`config.mk`:
```
export PLATFORM = sky130hd
export DESIGN_NAME = dht11_frame_rx
export DESIGN_NICKNAME = d
export VERILOG_FILES = /design/src/rtl/dht11_pkg.sv /design/src/rtl/uart_rx.sv /design/src/rtl/dht11_frame_rx.sv
export SDC_FILE = /design/constraint.sdc
export NUM_CORES = 1
export LEC_CHECK = 0
export ABC_AREA = 0
export BUFFER_PORTS_ARGS = -buffer_cell sky130_fd_sc_hd__buf_4
export CORE_MARGIN = 2
export CORE_UTILIZATION = 45
export CTS_CLUSTER_SIZE = 40
export DETAILED_ROUTE_END_ITERATION = 10
export PLACE_DENSITY = 0.68
export SETUP_SLACK_MARGIN = 0.5
export SLEW_MARGIN = 20
export SYNTH_ARGS = -nofsm -noshare
export SYNTH_HDL_FRONTEND = slang
export SYNTH_SLANG_ARGS = --single-unit
export TNS_END_PERCENT = 1
```
`constraint.sdc`:
```
create_clock -name clk -period 4.77 [get_ports clk]
set_input_delay 0.954 -clock clk [delete_from_list [all_inputs] [get_ports clk]]
set_output_delay 0.954 -clock clk [all_outputs]
set_load 0.005 [all_outputs]
```
`src/rtl/dht11_pkg.sv`:
```
// dht11_pkg: shared state encodings, frame size and baud-divider helper for the telemetry receiver.
package dht11_pkg;
   localparam int FRAME_BYTES = 8;
   typedef enum logic [2:0] {F_IDLE = 3'd0, F_COLLECT = 3'd1, F_ERROR = 3'd2} frame_state_e;
   typedef enum logic [1:0] {R_IDLE, R_START, R_DATA, R_STOP} byte_state_e;
   function automatic int clks_per_bit(input int clk_freq, input int baud_rate);
      return clk_freq / baud_rate;
   endfunction
endpackage

```
`src/rtl/uart_rx.sv`:
```
// uart_rx: 8N1 byte receiver with 2-flop rx synchroniser; pulses byte_valid or byte_err after the stop sample.
module uart_rx
   import dht11_pkg::*;
#(
   parameter int CLK_FREQ  = 12000000,
   parameter int BAUD_RATE = 115200
) (
   input  logic       clk,
   input  logic       reset,
   input  logic       rx,
   output logic [7:0] data,
   output logic       byte_valid,
   output logic       byte_err
);
   localparam int CPB  = clks_per_bit(CLK_FREQ, BAUD_RATE);
   localparam int HALF = CPB / 2;
   localparam int CW   = $clog2(CPB);
   byte_state_e   state_q;
   logic          sync1_q, sync2_q, prev_q;
   logic [CW-1:0] cnt_q;
   logic [2:0]    bit_q;
   logic [7:0]    shreg_q, data_q;
   logic          valid_q, err_q;
   always_ff @(posedge clk) begin
      if (reset) begin
         state_q <= R_IDLE;
         sync1_q <= 1'b1;
         sync2_q <= 1'b1;
         prev_q  <= 1'b1;
         cnt_q   <= '0;
         bit_q   <= '0;
         shreg_q <= '0;
         data_q  <= '0;
         valid_q <= 1'b0;
         err_q   <= 1'b0;
      end else begin
         sync1_q <= rx;
         sync2_q <= sync1_q;
         prev_q  <= sync2_q;
         valid_q <= 1'b0;
         err_q   <= 1'b0;
         case (state_q)
            R_IDLE: if (prev_q && !sync2_q) begin
               state_q <= R_START;
               cnt_q   <= '0;
            end
            R_START: if (cnt_q == CW'(HALF - 1)) begin
               cnt_q   <= '0;
               bit_q   <= '0;
               state_q <= sync2_q ? R_IDLE : R_DATA;
            end else cnt_q <= cnt_q + 1'b1;
            R_DATA: if (cnt_q == CW'(CPB - 1)) begin
               cnt_q   <= '0;
               shreg_q <= {sync2_q, shreg_q[7:1]};
               bit_q   <= bit_q + 3'd1;
               if (bit_q == 3'd7) state_q <= R_STOP;
            end else cnt_q <= cnt_q + 1'b1;
            R_STOP: if (cnt_q == CW'(CPB - 1)) begin
               cnt_q   <= '0;
               state_q <= R_IDLE;
               if (sync2_q) begin
                  data_q  <= shreg_q;
                  valid_q <= 1'b1;
               end else err_q <= 1'b1;
            end else cnt_q <= cnt_q + 1'b1;
            default: state_q <= R_IDLE;
         endcase
      end
   end
   assign data       = data_q;
   assign byte_valid = valid_q;
   assign byte_err   = err_q;
endmodule

```
`src/rtl/dht11_frame_rx.sv`:
```
// dht11_frame_rx: reassembles 8-byte UART frames into two 32-bit sensor words with valid/error pulses.
module dht11_frame_rx
   import dht11_pkg::*;
#(
   parameter int CLK_FREQ  = 12000000,
   parameter int BAUD_RATE = 115200,
   parameter int GAP_BITS  = 20
) (
   input  logic        clk,
   input  logic        reset,
   input  logic        rx,
   output logic [31:0] sensor1_data,
   output logic [31:0] sensor2_data,
   output logic        frame_valid,
   output logic        frame_error,
   output logic [2:0]  debug_state
);
   localparam int CPB       = clks_per_bit(CLK_FREQ, BAUD_RATE);
   localparam int GAP_LIMIT = GAP_BITS * CPB;
   localparam int GW        = $clog2(GAP_LIMIT + 1);
   localparam int IW        = $clog2(FRAME_BYTES);
   logic [7:0]    rx_data;
   logic          byte_valid, byte_err;
   frame_state_e  state_q;
   logic [IW-1:0] idx_q;
   logic [GW-1:0] gap_q;
   logic [63:0]   asm_q, asm_d;
   logic [31:0]   s1_q, s2_q;
   logic          fv_q, fe_q;
   uart_rx #(.CLK_FREQ(CLK_FREQ), .BAUD_RATE(BAUD_RATE)) u_rx (
      .clk(clk), .reset(reset), .rx(rx),
      .data(rx_data), .byte_valid(byte_valid), .byte_err(byte_err)
   );
   assign asm_d = {asm_q[55:0], rx_data};
   // gap_q holds clocks elapsed since the last byte, so the error lands GAP_LIMIT clocks after it
   always_ff @(posedge clk) begin
      if (reset) begin
         state_q <= F_IDLE;
         idx_q   <= '0;
         gap_q   <= '0;
         asm_q   <= '0;
         s1_q    <= '0;
         s2_q    <= '0;
         fv_q    <= 1'b0;
         fe_q    <= 1'b0;
      end else begin
         fv_q <= 1'b0;
         fe_q <= 1'b0;
         case (state_q)
            F_IDLE: if (byte_err) begin
               state_q <= F_ERROR;
               fe_q    <= 1'b1;
               idx_q   <= '0;
               asm_q   <= '0;
            end else if (byte_valid) begin
               asm_q   <= {56'd0, rx_data};
               idx_q   <= IW'(1);
               gap_q   <= GW'(1);
               state_q <= F_COLLECT;
            end
            F_COLLECT: if (byte_err || (!byte_valid && gap_q == GW'(GAP_LIMIT - 1))) begin
               state_q <= F_ERROR;
               fe_q    <= 1'b1;
               idx_q   <= '0;
               asm_q   <= '0;
            end else if (byte_valid) begin
               asm_q <= asm_d;
               gap_q <= GW'(1);
               if (idx_q == IW'(FRAME_BYTES - 1)) begin
                  s1_q    <= asm_d[63:32];
                  s2_q    <= asm_d[31:0];
                  fv_q    <= 1'b1;
                  idx_q   <= '0;
                  state_q <= F_IDLE;
               end else idx_q <= idx_q + 1'b1;
            end else gap_q <= gap_q + 1'b1;
            default: state_q <= F_IDLE;
         endcase
      end
   end
   assign sensor1_data = s1_q;
   assign sensor2_data = s2_q;
   assign frame_valid  = fv_q;
   assign frame_error  = fe_q;
   assign debug_state  = state_q;
endmodule
```
### After elaboration in Yosys (flattened, before gate mapping)

Index checks and enable logic that the tools add are counted.

| storage, ports and cells | value |
|---|---|
| bits in registers | 173 |
| bits of input ports | 3 |
| output and inout port bits | 69 |
| logic and storage cells | 108 |

| cells by class | value |
|---|---|
| add/subtract/negate cells | 4 |
| equal/unequal tests | 20 |
| mux-type cells | 41 |
| bitwise operators | 5 |
| reduce and logical (&&, ||, !) cells | 20 |

Operators by type and width:

| cell | number |
|---|---|
| $mux 56 | 4 |
| $pmux 56 s2 | 1 |
| $mux 12 | 4 |
| $mux 3 | 11 |
| $pmux 12 s2 | 1 |
| $mux 7 | 3 |
| $pmux 7 s3 | 1 |
| $pmux 3 s2 | 3 |
| $add 12x1->12 const B | 1 |
| $eq 12x12->1 const B | 1 |
| $mux 2 | 6 |
| $ne 2x1->1 const B | 6 |
| $reduce_and 3->1 | 4 |
| $pmux 2 s4 | 1 |
| $reduce_and 4->1 | 2 |
| $add 7x1->7 const B | 1 |
| $eq 7x6->1 const B | 1 |
| $eq 7x7->1 const B | 1 |
| $add 3x1->3 const B | 2 |
| $eq 3x3->1 const B | 2 |
| $mux 1 | 5 |
| $not 1->1 | 5 |
| $reduce_and 5->1 | 1 |
| $eq 2x2->1 const B | 2 |
| other kinds (17) | 21 |

### Logic depth before layout (Yosys ltp)

Gate-level depths: netlist of the first run.

| depth | value |
|---|---|
| word-level depth | 5 |
| depth in mapped cells | 8 |
| gate-level depth less buffers | 6 |

### Hierarchy

A second synthesis of the first run with hierarchy kept.

| unflattened totals | value |
|---|---|
| cell total of the unflattened synthesis | 672 |
| area, all modules | 6351.1 um2 |

By module, submodules not included:

| module | times used | cells each | area each (um2) | sequential area each (um2) |
|---|---|---|---|---|
| dht11_frame_rx | 1 | 525 | 4954.8 | 2782.7 |
| uart_rx | 1 | 147 | 1396.3 | 660.6 |

### Worst setup path before layout of the first run

No wires, ideal clock.

| timing path | value |
|---|---|
| path type | input to register |
| from | input port reset |
| to | register u_rx.cnt_q[5] |
| library setup time | 0.072 ns |
| arrival | 1.931 ns |
| required time | 4.698 ns |
| slack | 2.767 ns |
| stages on the path | 4 |
| buffers on the path | 1 |
| cell sequence | buf_1 -> nor4_1 -> nor2b_1 -> a2bb2oi_1 |

RTL lines:

| element | RTL line | RTL |
|---|---|---|
| from (decl) | dht11_frame_rx.sv:10 | `input logic reset,` |
| to (signal assigned) | uart_rx.sv:51 | `end else cnt_q <= cnt_q + 1'b1;` |
| to (signal assigned) | uart_rx.sv:57 | `end else cnt_q <= cnt_q + 1'b1;` |
| to (signal assigned) | uart_rx.sv:65 | `end else cnt_q <= cnt_q + 1'b1;` |
| to (decl) | uart_rx.sv:20 | `logic [CW-1:0] cnt_q;` |

### Worst setup path after layout of the first run

| timing path | value |
|---|---|
| from | register state_q[0], in the netlist debug_state[0] |
| to | register s2_q[3], in the netlist sensor2_data[3] |

| on the way | value |
|---|---|
| longest elaborated chain between the ends | 2 |

Ends and longest elaborated chain:

| element | RTL line | RTL |
|---|---|---|
| from (decl) | dht11_frame_rx.sv:24 | `frame_state_e state_q;` |
| from (signal assigned) | dht11_frame_rx.sv:38 | `state_q <= F_IDLE;` |
| from (signal assigned) | dht11_frame_rx.sv:51 | `state_q <= F_ERROR;` |
| from (signal assigned) | dht11_frame_rx.sv:59 | `state_q <= F_COLLECT;` |
| $eq 3x1->1 | dht11_frame_rx.sv:49 | `case (state_q)` |
| $reduce_and 4->1 (no line) | n/a |  |
| to (signal assigned) | dht11_frame_rx.sv:71 | `s2_q <= asm_d[31:0];` |
| to (decl) | dht11_frame_rx.sv:28 | `logic [31:0] s1_q, s2_q;` |

No other way between the ends.
A chain may end at the register's enable or synchronous reset.

==> results.toml, run 1 <==
[cells_and_area]
final_cells = 916
drive_above_1_share = 0.1671
mostFrequentLayoutCells = "172 x dfxtp_1, 158 x nand2_1, 83 x a21oi_1"
area_growth_pct = 18.40
fin_nets = 732
final_common_cell = "dfxtp_1"
insertedDiodeCount = 0

[clock_tree]
cts-root-buf = "clkbuf_16"
cts_tree = "yes"
cts_resized = 0
cts-htree-levels = 4
clkSlewWorstSetupHoldPaths_ns = 0.07
post_cts_buffers = 0
clockBufferDepth = 2
clk_latency_ns = 0.43
clock_sinks = 172
holdBufCountCts = 0
numCtsBuffers = 17

[synth]
synth_nets = 689
ys_seq_area_frac = 0.5439
synth_compound_area_frac = 0.2045
synth_fa_ha_area_frac = 0.01186
synth-main-ff-cell = "dfxtp_1"
yosys.area_share.simple = 0.1800
synth_top_family_by_area = "compound AO/OA/AOI/OAI gates"
synth.area.mux_share = 0.01423
avgSynthCellArea_um2 = 9.310
async_flop_share = 0
synthXorXnorAreaFrac = 0.004150
ys_warn_count = 0
ys_ff_latch = 172
netlist_instances = 680
syn_area_um2 = 6331
synth_cell_types = 58
synth_edf_count = 0

[routing]
routed-via-count = 4941
dr.pass1.iters = 5
final_antenna_net_count = 0
drt_wl_total_mm = 13.53
via_per_inst = 5.394
drc_errors = 0
initialDrtViolationCount = 281
wl_per_cell_um = 14.77

[hold_path]
min-delay-start = "u_rx.sync1_q"
hold_depth = 1
min_to = "u_rx.sync2_q"
hold_class = "reg -> reg"

[placed_design]
gp_congestion = 0.8708
place_hpwl_mm = 8.836
dp_cells = 884
port_buffers = 70

[global_routing]
grt_max_degree = 65
overflow = 0
grtUsageTotal = 0.1853
grt_pass1_vias = 4572
antenna_found_initial = 0
grt_pass1_wl_mm = 22.24

[critical_path]
path_max_fanout = 40
crit_type = "reg -> reg"
crit_required_ns = 5.06
cp-end-kind = "flop"
r2r_cells = 5
crit_path_start_kind = "flop"
rrSetupSlack_ns = 2.36
critPathArrivalTime_ns = 2.70
reg2reg_from = "debug_state[0]"
reg2reg_to = "sensor2_data[3]"

[timing]
setup_violations = 0
min_period_over_period = 0.5047
tightest_slew_ns = 0.9439
finalHoldViolations = 0
rsz0062_at_grt = "false"
slew_headroom = 0.3665
fin_skew_ns = 0.008323
fmax_ghz = 0.4154
fin_crit_ns = 2.408
report.final.slew_viol_count = 0
setup_tns_ns = 0

[pwr]
ir_worst_vdd_mv = 0.2842
power_density_nw_per_um2 = 385.4
power_leakage_uw = 0.002789

[floorplan]
core_um2 = 13830
start_util = 0.4579
die_x_um = 122.6
dieArea_um2 = 15030
fp.dieH_um = 122.6
io_pins = 72
rows = 43

[run_status]
status = "finished, final reports clean"

[run]
cap_viol_max_count = 0
==> report_power, final <==
group          switching [µW]  internal, µW
clock                     597           813
combinational            28.4          7.69
sequential               3.87          1440
==> synthesized netlist by cell type, types with 4 or more instances <==
master,instances,area share
ha_1,6,0.012
a22o_1,59,0.082
a21oi_1,83,0.066
clkbuf_1,24,0.014
nor3_1,8,0.0063
nor4_1,4,0.0040
nand3_1,11,0.0087
and3_1,5,0.0049
buf_2,14,0.011
nand4_1,5,0.0049
inv_1,5,0.0030
nor2b_1,5,0.0049
dfxtp_1,172,0.54
nor2_1,23,0.014
buf_6,4,0.0071
buf_1,7,0.0042
nand2_1,158,0.094
mux2i_1,9,0.014
o21ai_0,16,0.013
==> final cells by class <==
| cell class | instances | area [µm²] |
|---|---|---|
| tap | 180 | 225.2 |
| multi-input combinational | 453 | 2648 |
| inverter | 5 | 18.77 |
| sequential | 172 | 3443 |
| fill | 1252 | 6331 |
| clock inverter | 13 | 152.6 |
| clock buffer | 19 | 452.9 |
| timing repair buffer | 74 | 555.5 |
==> worst max-delay path, cell delays in order, from the launching register on <==
cell and delay [ns]:
dfxtp_1 0.44, nor2b_1 0.44, nand3_2 0.70, buf_4 0.49, nand2_1 0.11, a21oi_1 0.06
==> per-stage QoR <==
stage	setup slack (ns)	cell area [µm²]	hold slack, ns	power [µW]	util
5_1_grt	2.084	7496	0.4554	2972	0.5421
6_report	2.362	7496	0.4211	2889	0.5421
4_1_cts	2.344	7492	0.4260	2905	0.5419
3_5_place_dp	1.972	6887	0.4027	1511	0.4981
3_3_place_gp	2.087	6887	0.4012	1510	0.4981
2_1_floorplan	2.767	6331	0.3895	1505	-
==> routing by layer <==
metal  vias up  wire length [µm]  track usage
met2        79              6613       0.2976
met3        16               457      0.03903
met4         0               211      0.07040
li1       2474                 -            -
met1      2372              6248       0.2454
met5         -                 0            0
==> worst max path at each step <==
stage | from | to | slack, ns | cells after the start
finish | debug_state[0] | sensor2_data[3] | 2.36 | 5
global placement | reset | u_rx.cnt_q[5] | 2.09 | 5
CTS | debug_state[0] | sensor2_data[7] | 2.34 | 4
global route | debug_state[0] | sensor2_data[7] | 2.08 | 5
floorplan | reset | u_rx.cnt_q[5] | 2.77 | 4
detailed placement | reset | u_rx.cnt_q[5] | 1.97 | 5
==> state kept, by name (all words and copies together) (netlist names), 2 cells and up, named ones only <==
signal / count
u_rx.bit_q: 3
sensor1_data: 32
asm_q: 56
u_rx.data: 8
idx_q: 3
debug_state: 2
gap_q: 12
sensor2_data: 32
u_rx.shreg_q: 8
u_rx.cnt_q: 7
==> kinds of logic (layout without fill, tap and decap cells) <==
| kind of cell | after synthesis | after routing |
|---|---|---|
| simple gates | 244 | 244 |
| compound gates | 190 | 190 |
| flops | 172 | 172 |
| buf+inv | 55 | 111 |
| mux | 9 | 9 |
| fa+ha+maj | 6 | 6 |
| xor+xnor | 3 | 3 |
| other cells | 1 | 1 |
(Power assumes the default switching activity.)
==> inputs of run 2 (changes only) <==
clock period = 2.4 ns   (was 4.77 ns; I/O delays follow)
==> run 2 against run 1 <==
  * Non-clock buffer count rose by 13
  * Global-route usage rose by 0.74 points
  * Routed wire length rose by 1.4%
  * Critical path depth rose by 1
  * First-iteration DRC count rose by 12%
  * Register-to-register slack got worse by 1.9 ns
  * Maximum frequency rose by 25%
  * Clock power rose by 110%
  * Cell area rose by 2.8%
  * Total power rose by 110%
  * Final cell count rose by 1.5%
==> results.toml, run 2 (synthesis gave the netlist of run 1 again) <==
[run_status]
status = "finished, final reports clean"

[cells_and_area]
regArea_um2 = 3443
regMostFlops = "asm_q"
final_common_cell = "dfxtp_1"
area_growth_pct = 21.72
fin_area_um2 = 7706
insertedDiodeCount = 0
num-fill-cells = 1202
fin_nets = 746
drive_above_1_share = 0.1893
largest_register_ffs = 56
mostFrequentLayoutCells = "172 x dfxtp_1, 158 x nand2_1, 84 x buf_4"
multi_input_area_um2 = 2690

[clock_tree]
clk_latency_ns = 0.43
clockBufferDepth = 2
cts_tree = "yes"
numCtsBuffers = 17
clock_sinks = 172
cts-root-buf = "clkbuf_16"
clkSlewWorstSetupHoldPaths_ns = 0.06
cts-htree-levels = 4

[routing]
wl_per_cell_um = 14.75
dr.pass1.iters = 5
initialDrtViolationCount = 314
via_per_inst = 5.399
drt_wl_total_mm = 13.72
routed-via-count = 5021
final_antenna_net_count = 0
drc_errors = 0

[pwr]
power_density_nw_per_um2 = 771.0
ir_worst_vdd_mv = 0.5044
power_leakage_uw = 0.002891

[critical_path]
rrSetupSlack_ns = 0.48
path_max_fanout = 8
cp_num_cells = 6
crit_path_max_incr_delay_ns = 0.38
crit_required_ns = 2.69
r2r_cells = 6
slowest_stage = "dfxtp_1"
endpoint = "u_rx.data[6]"
critical-path-top-delay-family = "simple AND/OR/NAND/NOR gates"
crit_path_start = "u_rx.cnt_q[0]"
crit_path_start_kind = "flop"
reg2reg_to = "u_rx.data[6]"
critPathBufInv = 1
cp-end-kind = "flop"
reg2reg_from = "u_rx.cnt_q[0]"
crit_type = "reg -> reg"
critPathArrivalTime_ns = 2.21
cp_cell_sequence = "ha_1 > nand3b_1 > nor4_4 > buf_4 > mux2i_1 > nor2_1"

[placed_design]
gp_congestion = 0.8309
place_area_um2 = 6978
place_hpwl_mm = 8.774
port_buffers = 70
dp_slack_ns = 0.1152

[floorplan]
dieArea_um2 = 15030
fp.dieH_um = 122.6
core_um2 = 13830
rows = 43
die_x_um = 122.6
start_util = 0.4579
io_pins = 72

[timing]
fin_skew_ns = 0.01063
tightest_slew_ns = 0.9332
report.final.slew_viol_count = 0
slew_headroom = 0.3721
rsz0062_at_grt = "true"
min_period_over_period = 0.7995
setup_tns_ns = 0
setup_ws_ns = 0.4812
fmax_ghz = 0.5212
fin_crit_ns = 1.919
finalHoldViolations = 0
setup_violations = 0

[run]
cap_viol_max_count = 0

[global_routing]
antenna_found_initial = 0
grt_pass1_vias = 4816
grtUsageTotal = 0.1927
grt_pass1_wl_mm = 23.02
overflow = 0
grt_max_degree = 65

[hold_path]
hold_class = "in -> reg"
## run 2: power by group
group / total (µW) / internal, µW / switching [µW]
Sequential: 2870 / 2860 / 7.16
Combinational: 78.9 / 20.2 / 58.6
Clock: 3000 / 1840 / 1150
## run 2: worst min path at each step
stage | start | to | cells after the start
4_1_cts | rx | u_rx.sync1_q | 2
3_3_place_gp | u_rx.sync1_q | u_rx.sync2_q | 1
2_1_floorplan | u_rx.sync1_q | u_rx.sync2_q | 1
3_5_place_dp | u_rx.sync1_q | u_rx.sync2_q | 1
6_report | rx | u_rx.sync1_q | 2
5_1_grt | rx | u_rx.sync1_q | 2
## run 2: layer usage
| layer | part of all wire | GRT usage | routed length (µm) | vias up |
|---|---|---|---|---|
| met5 | 0 | 0 | 0 | - |
| li1 | - | - | - | 2518 |
| met3 | 0.043 | 0.05112 | 588 | 11 |
| met1 | 0.47 | 0.2537 | 6484 | 2373 |
| met4 | 0.013 | 0.06250 | 178 | 0 |
| met2 | 0.47 | 0.3083 | 6470 | 119 |
## run 2: layout make-up
cell class                 count  area share
clock inverter                11     0.02289
sequential                   172      0.4468
clock buffer                  21     0.06105
tap                          180     0.02923
multi-input combinational    454      0.3491
inverter                       5    0.002435
timing repair buffer          87     0.08849
## run 2: timing repair
| action | 4_1_cts | 5_1_grt |
|---|---|---|
| endpoints found under the setup margin | 77 | 146 |
| resized for setup | 0 | 12 |
| pin swaps | 1 | 1 |
| gates cloned | 1 | 0 |
| setup buffers | 1 | 4 |
| hold buffers | 0 | 0 |
## run 2: stage by stage
step                power, µW  hold WS, ns    util  cells
finish                   5942       0.2387  0.5573    930
global route             6109       0.2376  0.5573    930
CTS                      5987       0.2268  0.5529    926
detailed placement       3008       0.4061  0.5047    892
global placement         3006       0.4068  0.5047    892
floorplan                2991       0.3895       -    680
==> inputs of run 3 (changes only) <==
clock period = 1.8 ns   (was 2.4 ns; I/O delays follow)
==> run 3 against run 2 <==
  * Total power increased by 29%
  * Flip-flop and latch count unchanged
  * Worst setup slack got worse by 0.37 ns
  * Critical endpoint is now gap_q[3]
  * Largest power group is now sequential cells
  * Cell area grew 6.6%
  * Largest cell class unchanged
  * Sequential share of layout area decreased by 2.5 points
==> results.toml, run 3 (synthesis gave the netlist of run 1 again) <==
[critical_path]
cp-end-kind = "flop"
critPathArrivalTime_ns = 2.02
reg2reg_from = "debug_state[1]"
path_max_fanout = 4
crit_path_max_incr_delay_ns = 0.59
crit_path_start = "debug_state[1]"
cp_cell_sequence = "or4b_4 > a31oi_4 > a41oi_1 > a311oi_2"
crit_type = "reg -> reg"
crit_path_start_kind = "flop"
crit_required_ns = 2.14
slowest_stage = "or4b_4"

[floorplan]
io_pins = 72
start_util = 0.4579
core_um2 = 13830
dieArea_um2 = 15030
die_x_um = 122.6
rows = 43
fp.dieH_um = 122.6

[placed_design]
port_buffers = 70
place_hpwl_mm = 9.252
dp_cells = 913
place_area_um2 = 7166
gp_congestion = 0.8408

[cells_and_area]
final_common_cell = "dfxtp_1"
largest_register_ffs = 56
fin_area_um2 = 8212
insertedDiodeCount = 0
drive_above_1_share = 0.2484
area_growth_pct = 29.70
final_cells = 969
regMostFlops = "asm_q"
fin_nets = 785
mostFrequentLayoutCells = "162 x dfxtp_1, 158 x nand2_1, 106 x buf_4"

[global_routing]
grtUsageTotal = 0.1942
overflow = 0
antenna_found_initial = 0
grt_pass1_wl_mm = 23.25
grt_max_degree = 65
grt_pass1_vias = 4879

[routing]
initialDrtViolationCount = 286
routed-via-count = 5313
drt_wl_total_mm = 15.17
drc_errors = 0
wl_per_cell_um = 15.65
final_antenna_net_count = 0
via_per_inst = 5.483
dr.pass1.iters = 5

[clock_tree]
cts-root-buf = "clkbuf_16"
cts-htree-levels = 4
clkSlewWorstSetupHoldPaths_ns = 0.07
numCtsBuffers = 17
clk_latency_ns = 0.43
clock_sinks = 172
cts_tree = "yes"
clockBufferDepth = 2
holdBufCountCts = 0

[timing]
fmax_ghz = 0.5924
setup_violations = 0
whs_ns = 0.1214
rsz0062_at_grt = "true"
finalHoldViolations = 0
report.final.slew_viol_count = 0
fin_skew_ns = 0.01079
setup_tns_ns = 0
min_period_over_period = 0.9378
fin_crit_ns = 1.688

[pwr]
ir_worst_vdd_mv = 0.6907
finalPower_uw = 7680
power_leakage_uw = 0.003161
power_density_nw_per_um2 = 935.3

[hold_path]
min-delay-start = "rx"
hold_class = "in -> reg"

[run_status]
status = "finished, final reports clean"

[run]
cap_viol_max_count = 0
-- run 3: cell types whose count changed in the layout (fill, tap and decap cells not counted), sizes merged --
| cell | delta |
|---|---|
| a211oi | -1 |
| clkbuf | +2 |
| buf | +35 |
| bufinv | -2 |
| clkinv | +5 |
-- run 3: critical path, delay by kind of cell, from the launching register on --
family,cells,cell delay [ns]
AOI/OAI and AO/OA,3,0.67
and+or+nand+nor,1,0.59
DFF,1,0.34
-- run 3: cell type report --
class                   count  area, µm²
repair buffers            127       1177
multi-input cells         453       2725
fillers                  1163       5615
clock buffers              18      439.2
clock inverters            14      160.2
well taps                 180      225.2
inverters                   5      18.77
flip-flops and latches    172       3466
-- run 3: worst paths after layout --
kind	end	slack, ns	depth (start not counted)
setup / recovery	gap_q[3]	0.11	4
setup reg to reg	gap_q[3]	0.11	4
hold / removal	u_rx.sync1_q	0.12	2
hold reg to reg	u_rx.sync2_q	0.41	1
-- run 3: timing repair --
action                                  CTS  global route
buffers inserted                         14             2
cloned                                    2             6
pin swaps                                 7            18
endpoints found under the setup margin  171           172
hold endpoints to repair                  0             0
resized for setup                        23            20
-- run 3: metrics by stage --
stage / utilization / setup WS, ns
6_report: 0.5939 / 0.1120
5_1_grt: 0.5939 / 0.06339
4_1_cts: 0.5777 / 0.1437
3_5_place_dp: 0.5182 / 0.05966
3_3_place_gp: 0.5182 / 0.1051
2_1_floorplan: - / 0.05337
-- run 3: report_power, final --
group	total (µW)	switching, µW	internal, µW
Clock	3690	1580	2110
Combinational	175	102	72.9
Sequential	3810	7.16	3810
Total	7680	1690	5990
-- run 3: per-layer routing --
layer	GRT usage	up-vias	wire length, µm
li1	-	2594	-
met1	0.2596	2542	7043
met2	0.3056	147	7169
met3	0.04368	30	652
met4	0.07687	0	302
met5	0	-	0
